<file path="config.mk">
export PLATFORM = sky130hd
export DESIGN_NAME = stream_upsizer
export DESIGN_NICKNAME = d
export VERILOG_FILES = /design/src/rtl/stream_pkg.sv /design/src/rtl/stream_upsizer.sv
export SDC_FILE = /design/constraint.sdc
export NUM_CORES = 1
export LEC_CHECK = 0
export ABC_CLOCK_PERIOD_IN_PS = 1800
export CAP_MARGIN = 20
export CORE_ASPECT_RATIO = 1.25
export CORE_UTILIZATION = 49
export DETAILED_ROUTE_END_ITERATION = 8
export PLACE_DENSITY_LB_ADDON = 0.05
export SLEW_MARGIN = 25
export SYNTH_ARGS = -nofsm -noshare
export SYNTH_HDL_FRONTEND = slang
export SYNTH_SLANG_ARGS = --single-unit
</file>
<file path="constraint.sdc">
create_clock -name clk -period 1.8 [get_ports clk]
set_input_delay 0.45 -clock clk [delete_from_list [all_inputs] [get_ports clk]]
set_output_delay 0.45 -clock clk [all_outputs]
set_load 0.05 [all_outputs]
</file>
<file path="src/rtl/stream_pkg.sv">
// Shared definitions for the stream width converters.
package stream_pkg;

  localparam int unsigned MAX_RATIO = 16;

  // One-hot keep bit for lane cnt; callers truncate to their own lane count.
  function automatic logic [MAX_RATIO-1:0] lane_mask(input int unsigned cnt);
    lane_mask = MAX_RATIO'(1) << cnt;
  endfunction

endpackage

</file>
<file path="src/rtl/stream_upsizer.sv">
// Packs RATIO narrow DW-bit beats into one registered wide word; s_last flushes
// a partial word with m_keep marking the filled lanes.
module stream_upsizer
  import stream_pkg::*;
#(
  parameter int unsigned DW    = 10,
  parameter int unsigned RATIO = 4
) (
  input  logic                clk,
  input  logic                rstb,
  input  logic                s_valid,
  input  logic [DW-1:0]       s_data,
  input  logic                s_last,
  output logic                s_ready,
  output logic                m_valid,
  output logic [DW*RATIO-1:0] m_data,
  output logic [RATIO-1:0]    m_keep,
  output logic                m_last,
  input  logic                m_ready
);

  localparam int unsigned CW = (RATIO > 1) ? $clog2(RATIO) : 1;

  if (RATIO < 1 || RATIO > MAX_RATIO) begin : g_bad_ratio
    $error("stream_upsizer: RATIO out of range 1..16");
  end

  logic [CW-1:0]       cnt_q, cnt_d;
  logic [DW*RATIO-1:0] acc_q, acc_d, acc_merged;
  logic [RATIO-1:0]    keep_q, keep_d, keep_merged, lane_we;
  logic                m_valid_q, m_valid_d;
  logic [DW*RATIO-1:0] m_data_q, m_data_d;
  logic [RATIO-1:0]    m_keep_q, m_keep_d;
  logic                m_last_q, m_last_d;

  logic acc_en, out_en, done;

  // Ready depends only on output occupancy and m_ready.
  assign s_ready = ~m_valid_q | m_ready;
  assign acc_en  = s_valid & s_ready;
  assign out_en  = m_valid_q & m_ready;
  assign done    = acc_en & ((cnt_q == CW'(RATIO - 1)) | s_last);

  for (genvar k = 0; k < RATIO; k++) begin : g_lane
    assign lane_we[k]                = acc_en & (cnt_q == CW'(k));
    assign acc_merged[k*DW +: DW]    = lane_we[k] ? s_data : acc_q[k*DW +: DW];
    assign keep_merged[k]            = keep_q[k] | lane_we[k];
  end

  always_comb begin
    cnt_d     = cnt_q;
    acc_d     = acc_q;
    keep_d    = keep_q;
    m_valid_d = m_valid_q;
    m_data_d  = m_data_q;
    m_keep_d  = m_keep_q;
    m_last_d  = m_last_q;
    if (done) begin
      cnt_d     = '0;
      acc_d     = '0;
      keep_d    = '0;
      m_valid_d = 1'b1;
      m_data_d  = acc_merged;
      m_keep_d  = keep_q | RATIO'(lane_mask(32'(cnt_q)));
      m_last_d  = s_last;
    end else begin
      if (acc_en) begin
        cnt_d  = cnt_q + CW'(1);
        acc_d  = acc_merged;
        keep_d = keep_merged;
      end
      if (out_en) m_valid_d = 1'b0;
    end
  end

  always_ff @(posedge clk or negedge rstb) begin
    if (!rstb) begin
      cnt_q     <= '0;
      acc_q     <= '0;
      keep_q    <= '0;
      m_valid_q <= 1'b0;
      m_data_q  <= '0;
      m_keep_q  <= '0;
      m_last_q  <= 1'b0;
    end else begin
      cnt_q     <= cnt_d;
      acc_q     <= acc_d;
      keep_q    <= keep_d;
      m_valid_q <= m_valid_d;
      m_data_q  <= m_data_d;
      m_keep_q  <= m_keep_d;
      m_last_q  <= m_last_d;
    end
  end

  assign m_valid = m_valid_q;
  assign m_data  = m_data_q;
  assign m_keep  = m_keep_q;
  assign m_last  = m_last_q;

endmodule

</file>
# --- After elaboration in Yosys (flattened, before gate mapping) ---
# Cells that the tools add are included.
op_classes:
  n_addsub: 1
  n_eq_ne: 3
  shift: 1
  muxes: 12
  n_bitwise: 15
  reduce_logical: 3
ops:
  columns: ["op", "count"]
  rows:
  - ["two-way mux 40 bit", 2]
  - ["two-way mux 10 bit", 4]
  - ["two-way mux 4 bit", 2]
  - ["bitwise AND 1 bit", 7]
  - ["OR 1 bit", 6]
  - ["equality test 2 bit, second input constant", 2]
  - ["two-way mux 2 bit", 2]
  - ["OR 4 bit", 1]
  - ["nonzero test 2 bit", 2]
  - ["left shift 1 x 2 -> 4 bit, first input constant", 1]
  - ["adder 2 x 1 -> 2 bit, second input constant", 1]
  - ["equality test 2 x 1 -> 1 bit, second input constant", 1]
  - ["logical NOT 2 bit", 1]
  - ["two-way mux 1 bit", 2]
  - ["inverter 1 bit", 1]
totals:
  register_bits: 92
  in_bits: 15
  output_inout_bits: 47
  wordCells: 42

# --- Depth between registers and ports, before layout ---
logic_depth:
  depth_word: 7
  depth_mapped: 6
  mapped_depth_nobuf: 4

# --- Worst setup path before layout ---
# No wires, ideal clock.
synth_timing:
  kind: "register -> register"
  startpoint: "register m_valid_q, in the netlist m_valid"
  endpoint: "register acc_q[0]"
  setup_time_ns: 0.121
  arrival_time_ns: 1.736
  required_time_ns: 1.679
  slack_ns: -0.057
  stages_incl_launch_ff: 6
  n_path_buf: 1
  period_less_slack_ns: 1.857
  cell_sequence: "dfrtp_1 -> nor2b_2 -> inv_1 -> buf_2 -> o311ai_2 -> a22o_1"
synth_between:
  elab_chain_cells: 7
  elab_cells_between_ends: 9
  cone_classes: "mux: 3; bitwise: 5; reduce/logical: 1"
synth_rtl:
  columns: ["item", "line_no", "text"]
  rows:
  - ["start: declaration", "stream_upsizer.sv:31", "logic m_valid_q, m_valid_d;"]
  - ["start signal: assignment", "stream_upsizer.sv:89", "m_valid_q <= m_valid_d;"]
  - ["inverter 1 bit (*)", "stream_upsizer.sv:39", "assign s_ready = ~m_valid_q | m_ready;"]
  - ["OR 1 bit (*)", "stream_upsizer.sv:39", null]
  - ["named net s_ready", "stream_upsizer.sv:14", "output logic s_ready,"]
  - ["bitwise AND 1 bit (*)", "stream_upsizer.sv:40", "assign acc_en = s_valid & s_ready;"]
  - ["bitwise AND 1 bit", "stream_upsizer.sv:45", "assign lane_we[k] = acc_en & (cnt_q == CW'(k));"]
  - ["two-way mux 10 bit", "stream_upsizer.sv:46", "assign acc_merged[k*DW +: DW] = lane_we[k] ? s_data : acc_q[k*DW +: DW];"]
  - ["two-way mux 40 bit", "stream_upsizer.sv:67", "if (acc_en) begin"]
  - ["two-way mux 40 bit", "stream_upsizer.sv:58", "if (done) begin"]
  - ["end signal: assignment", "stream_upsizer.sv:79", "acc_q <= '0;"]
  - ["end signal: assignment", "stream_upsizer.sv:87", "acc_q <= acc_d;"]
  - ["end: declaration", "stream_upsizer.sv:29", "logic [DW*RATIO-1:0] acc_q, acc_d, acc_merged;"]
# Mark *: on every way through the listed nets, which the timed path passes. The rest lies on a longest branch. The select of a mux whose other input is x is not followed.
# A chain may end at the register's enable or synchronous reset.

# --- Worst setup path after layout ---
layout_timing:
  startpoint: "register cnt_q[0]"
  endpoint: "register m_data_q[5], in the netlist m_data[5]"
layout_between:
  elab_chain_cells: 3
  elab_cells_between_ends: 6
  cone_classes: "eq/ne: 1; mux: 1; bitwise: 3; reduce/logical: 1"
layout_rtl:
  columns: ["item", "line_no", "text"]
  rows:
  - ["start: declaration", "stream_upsizer.sv:28", "logic [CW-1:0] cnt_q, cnt_d;"]
  - ["start signal: assignment", "stream_upsizer.sv:86", "cnt_q <= cnt_d;"]
  - ["equality test 2 bit / logical NOT 2 bit (equally long branches)", "stream_upsizer.sv:42, stream_upsizer.sv:45", null]
  - ["OR 1 bit / bitwise AND 1 bit (equally long branches)", "stream_upsizer.sv:42, stream_upsizer.sv:45", null]
  - ["bitwise AND 1 bit / two-way mux 10 bit (equally long branches)", "stream_upsizer.sv:42, stream_upsizer.sv:46", null]
  - ["end signal: assignment", "stream_upsizer.sv:90", "m_data_q <= m_data_d;"]
  - ["end: declaration", "stream_upsizer.sv:32", "logic [DW*RATIO-1:0] m_data_q, m_data_d;"]
# Several ways; a longest one is shown, not always the timed one.

==> flow_results.org <==
** Drt
- 1st-pass router iterations :: 4
- Via-per-instance ratio :: 5.711
- Overall via count from detail_route :: 2724
- Number of nets with antenna violations after detailed routing :: 0
- The detailed router finished its first iteration with 94 violations.
- Average detailed-routed wire length per instance :: about 19 um
- Total wirelength of the detailed-routed design :: 9031 um
- Remaining design rule violation count :: 0

** Die
- Core Rows :: 36
- Die Span Y :: around 100 um
- Die width :: 83.67 um
- In this run the count of I/O pins placed on the die edge is 62.
- The die covers 0.008708 mm2.
- Area of the core :: 0.007928 mm2
- Starting density of the core :: 51.53%

** Global route
- Entering global routing, the biggest net connects 93 pins.
- The number of global-route vias before repair came to 2787.
- The number of antenna violations at the first check in global routing is 0.
- Total congestion overflow :: 0
- Wire length of the first global-routing pass :: 14740 um
- Global routing used 21.87% of the available tracks across all layers.

** Logic synthesis
- The average instance in the mapped netlist occupies 14.86 um2.
- Synthesis produced a netlist with a net count of between 200 and 300.
- Summing every instance area after synthesis gives 0.004085 mm2.
- In this run, distinct cell masters in the synthesized netlist total 24.
- Syn Inst Count :: around 280
- Top cell type by total area after synthesis :: sky130_fd_sc_hd__dfrtp_1
- After synthesis, the largest area contributor takes up between 50% and 60% of total cell area.
- Of the synthesized area, sequential elements account for 56.36%.
- Synth warn :: 0
- Cell types with the largest area share after synthesis :: sky130_fd_sc_hd__dfrtp_1 (56%), sky130_fd_sc_hd__mux2_2 (22%), sky130_fd_sc_hd__a22o_1 (8.6%)
- Post-synthesis sequential element count :: slightly above 90

** CTS
- Longest Clk Path Bufs :: 2
- Clock-pin slew reported for the worst setup and hold paths after clock tree synthesis :: 0.09 ns
- Clk_lat worst skew :: 0.36 ns
- Clock tree root driver cell :: sky130_fd_sc_hd__clkbuf_8
- Number of H-tree levels :: 3
- Number of hold buffers added after CTS :: 0
- TritonCTS built the clock tree.
- Number of sinks driven by the clock tree :: 92
- Inserted Clock Buffers :: 9

** Cells and area
- Compared with the post-synthesis result, the final layout area differs by 29.04%.
- Total area of multi-input combinational cells :: 0.001698 mm2
- Cells fill 66.49% of the core in the end.
- Ratio of cells with drive above 1 in the final layout :: 51.83%
- Antenna Cells :: 0
- Post-Layout Cell Count :: 477
- Counting the fill cells in the layout gives 609.
- Sequential Area :: 0.002302 mm2
- After the last flow step, the layout net total stands at 397.

** Setup path
- Required time at the worst-slack endpoint :: 2.04 ns
- The worst register-to-register path begins at cnt_q[0]$_DFFE_PN0P_.
- Reg-to-reg setup timing slack :: 0.10 ns
- Maximum net fanout on the critical path :: 11
- Critical path start-end classification :: reg2reg
- Worst R2R Path Depth :: 6
- STA classifies the critical path startpoint as a flip-flop.
- Data on the critical path arrives at its endpoint at 1.94 ns.
- CP endpoint kind :: flip-flop
- The endpoint identified for the worst register-to-register timing path is m_data[5]$_DFFE_PN0P_.

** Hold path
- In this run the worst hold path is classified as in2async.

** Timing
- Headroom to the max-slew limit came out at about 65%.
- Unrepaired setup endpoints after global routing :: no
- Total of endpoints with negative setup slack in the final report :: 0
- Period utilisation layout :: 94.34%
- Subtracting the final worst setup slack from the clock period gives 1.698 ns.
- The max-slew violation count is 0.
- After routing, the total negative slack on setup checks comes to 0 ns.
- Clock skew on the completed layout was measured at 0.007821 ns.
- Static timing analysis puts the maximum clock frequency at 588.9 MHz.
- Final Hold Fails :: 0
- For the pin with the worst max-slew slack, the measured transition is 0.5193 ns.

** Outcome
- Result of the run :: complete, no violations

** Pwr
- Max IR drop VDD :: about 1.0 mV
- In this run the power density over the cells is approximately 1600 mW/mm2.
- In this run the static leakage power is 2.579 nW.

** Placement
- The count of buffers added on input and output ports is 61.
- Weighted congestion at the end of routability-driven global placement :: about 0.76
- Number of placed cells counting well taps :: 457
- Detailed placement ended at an HPWL of 5907 um.

** Job
- Maximum Capacitance Violations :: 0
==> final cells by class <==
| type | instances | share of cell area [%] |
|---|---|---|
| timing repair buffer | 104 | 17.68 |
| inverter | 4 | 0.3323 |
| sequential | 92 | 43.67 |
| clock inverter | 3 | 0.8308 |
| tap | 95 | 2.255 |
| clock buffer | 13 | 3.014 |
| multi-input combinational | 166 | 32.21 |
==> layer usage <==
metal,GRT usage (%),up-vias,part of all wire (%)
met1,29.56,1416,45
met3,4.841,8,3.7
met5,0,-,0
met2,35.66,57,50
li1,-,1243,-
met4,5.932,0,1.2
==> flip-flops by register name (all words and copies together), names as in the netlist <==
name     cells
m_last       1
m_data      40
keep_q       4
cnt_q        2
acc_q       40
m_keep       4
m_valid      1
==> through the flow <==
| step | setup slack (ns) | hold WS [ns] | instance area (um2) | power (W) |
|---|---|---|---|---|
| after detailed placement | -0.2949 | 0.4802 | 4990 | 0.007035 |
| final | 0.1019 | 0.1035 | 5271 | 0.008456 |
| after floorplan | 0.01520 | 0.1544 | 4090 | 0.005699 |
| after CTS | 0.002134 | 0.1456 | 5209 | 0.008496 |
| after global placement | -0.2528 | 0.4760 | 4990 | 0.006985 |
| after global routing | 0.01553 | 0.1575 | 5271 | 0.008845 |
==> synth_stat cells <==
master	number
sky130_fd_sc_hd__buf_2	5
sky130_fd_sc_hd__nor4b_4	4
sky130_fd_sc_hd__a32o_1	1
sky130_fd_sc_hd__o31ai_1	4
sky130_fd_sc_hd__inv_1	3
sky130_fd_sc_hd__dfrtp_1	92
sky130_fd_sc_hd__nand2_1	3
sky130_fd_sc_hd__clkbuf_1	4
sky130_fd_sc_hd__o311ai_2	4
sky130_fd_sc_hd__inv_2	1
sky130_fd_sc_hd__buf_6	4
sky130_fd_sc_hd__nor2_4	1
sky130_fd_sc_hd__a22o_1	40
sky130_fd_sc_hd__nor2b_2	1
sky130_fd_sc_hd__a31oi_1	4
sky130_fd_sc_hd__nor2_1	8
sky130_fd_sc_hd__nor3_1	1
sky130_fd_sc_hd__ha_1	5
sky130_fd_sc_hd__nor3_4	1
sky130_fd_sc_hd__or3_1	1
sky130_fd_sc_hd__o21ai_0	6
sky130_fd_sc_hd__mux2_2	79
sky130_fd_sc_hd__mux2_1	2
sky130_fd_sc_hd__nand2b_4	1
==> power by group <==
group	internal (W)	total, W	leakage (nW)	switching (W)
Sequential	0.00268	0.00301	1.23	0.000330
Combinational	0.00164	0.00401	1.25	0.00237
Clock	0.000723	0.00144	0.104	0.000718
==> layout by cell type, fill, tap and decap left out, types with 2 or more instances in the layout <==
| cell | n |
|---|---|
| sky130_fd_sc_hd__dfrtp_1 | 92 |
| sky130_fd_sc_hd__buf_4 | 80 |
| sky130_fd_sc_hd__mux2_2 | 79 |
| sky130_fd_sc_hd__a22o_1 | 40 |
| sky130_fd_sc_hd__clkdlybuf4s50_1 | 12 |
| sky130_fd_sc_hd__clkbuf_8 | 11 |
| sky130_fd_sc_hd__nor2_1 | 8 |
| sky130_fd_sc_hd__buf_12 | 7 |
| sky130_fd_sc_hd__o21ai_0 | 6 |
| sky130_fd_sc_hd__ha_1 | 5 |
| sky130_fd_sc_hd__nor4b_4 | 4 |
| sky130_fd_sc_hd__a31oi_1 | 4 |
| sky130_fd_sc_hd__o31ai_1 | 4 |
| sky130_fd_sc_hd__o311ai_2 | 3 |
| sky130_fd_sc_hd__nand2_1 | 3 |
| sky130_fd_sc_hd__buf_6 | 3 |
| sky130_fd_sc_hd__inv_1 | 2 |
| sky130_fd_sc_hd__mux2_1 | 2 |
| sky130_fd_sc_hd__clkbuf_1 | 2 |
==> cells by family after synthesis <==
group | count (synthesis) | synth area share [%]
adder cells (fa/ha/maj) | 5 | 1.531
AO/OA/AOI/OAI | 59 | 12.50
buffers and inverters | 17 | 2.450
flip-flops | 92 | 56.36
AND/OR/NAND/NOR | 21 | 4.839
multiplexers | 81 | 22.33
==> worst max-delay path by stage <==
stage / to / slack (ns) / start / cells after the start
6_report: m_data[5]$_DFFE_PN0P_ / 0.10 / cnt_q[0]$_DFFE_PN0P_ / 6
2_1_floorplan: m_data[10]$_DFFE_PN0P_ / 0.02 / m_valid$_DFFE_PN0P_ / 4
4_1_cts: s_ready / 0.002 / m_ready / 4
3_5_place_dp: s_ready / -0.29 / m_ready / 4
5_1_grt: m_data[28]$_DFFE_PN0P_ / 0.02 / cnt_q[0]$_DFFE_PN0P_ / 6
3_3_place_gp: s_ready / -0.25 / m_ready / 4
==> critical path, stage by stage (launching register included) <==
cell and delay, ns:
sky130_fd_sc_hd__dfrtp_1 0.44, sky130_fd_sc_hd__ha_1 0.27, sky130_fd_sc_hd__nor2_4 0.07, sky130_fd_sc_hd__nor3_4 0.15
sky130_fd_sc_hd__buf_4 0.17, sky130_fd_sc_hd__clkbuf_16 0.16, sky130_fd_sc_hd__mux2_2 0.33
==> timing repair <==
| action | CTS | global route |
|---|---|---|
| pin swaps | 0 | 1 |
| gates cloned | 0 | 1 |
| hold endpoints to repair | 0 | 0 |
| gates resized for setup | 3 | 5 |
| setup endpoints to repair | 1 | 22 |
| setup buffers | 1 | 2 |
No activity file was read; power rests on OpenSTA's default activity.
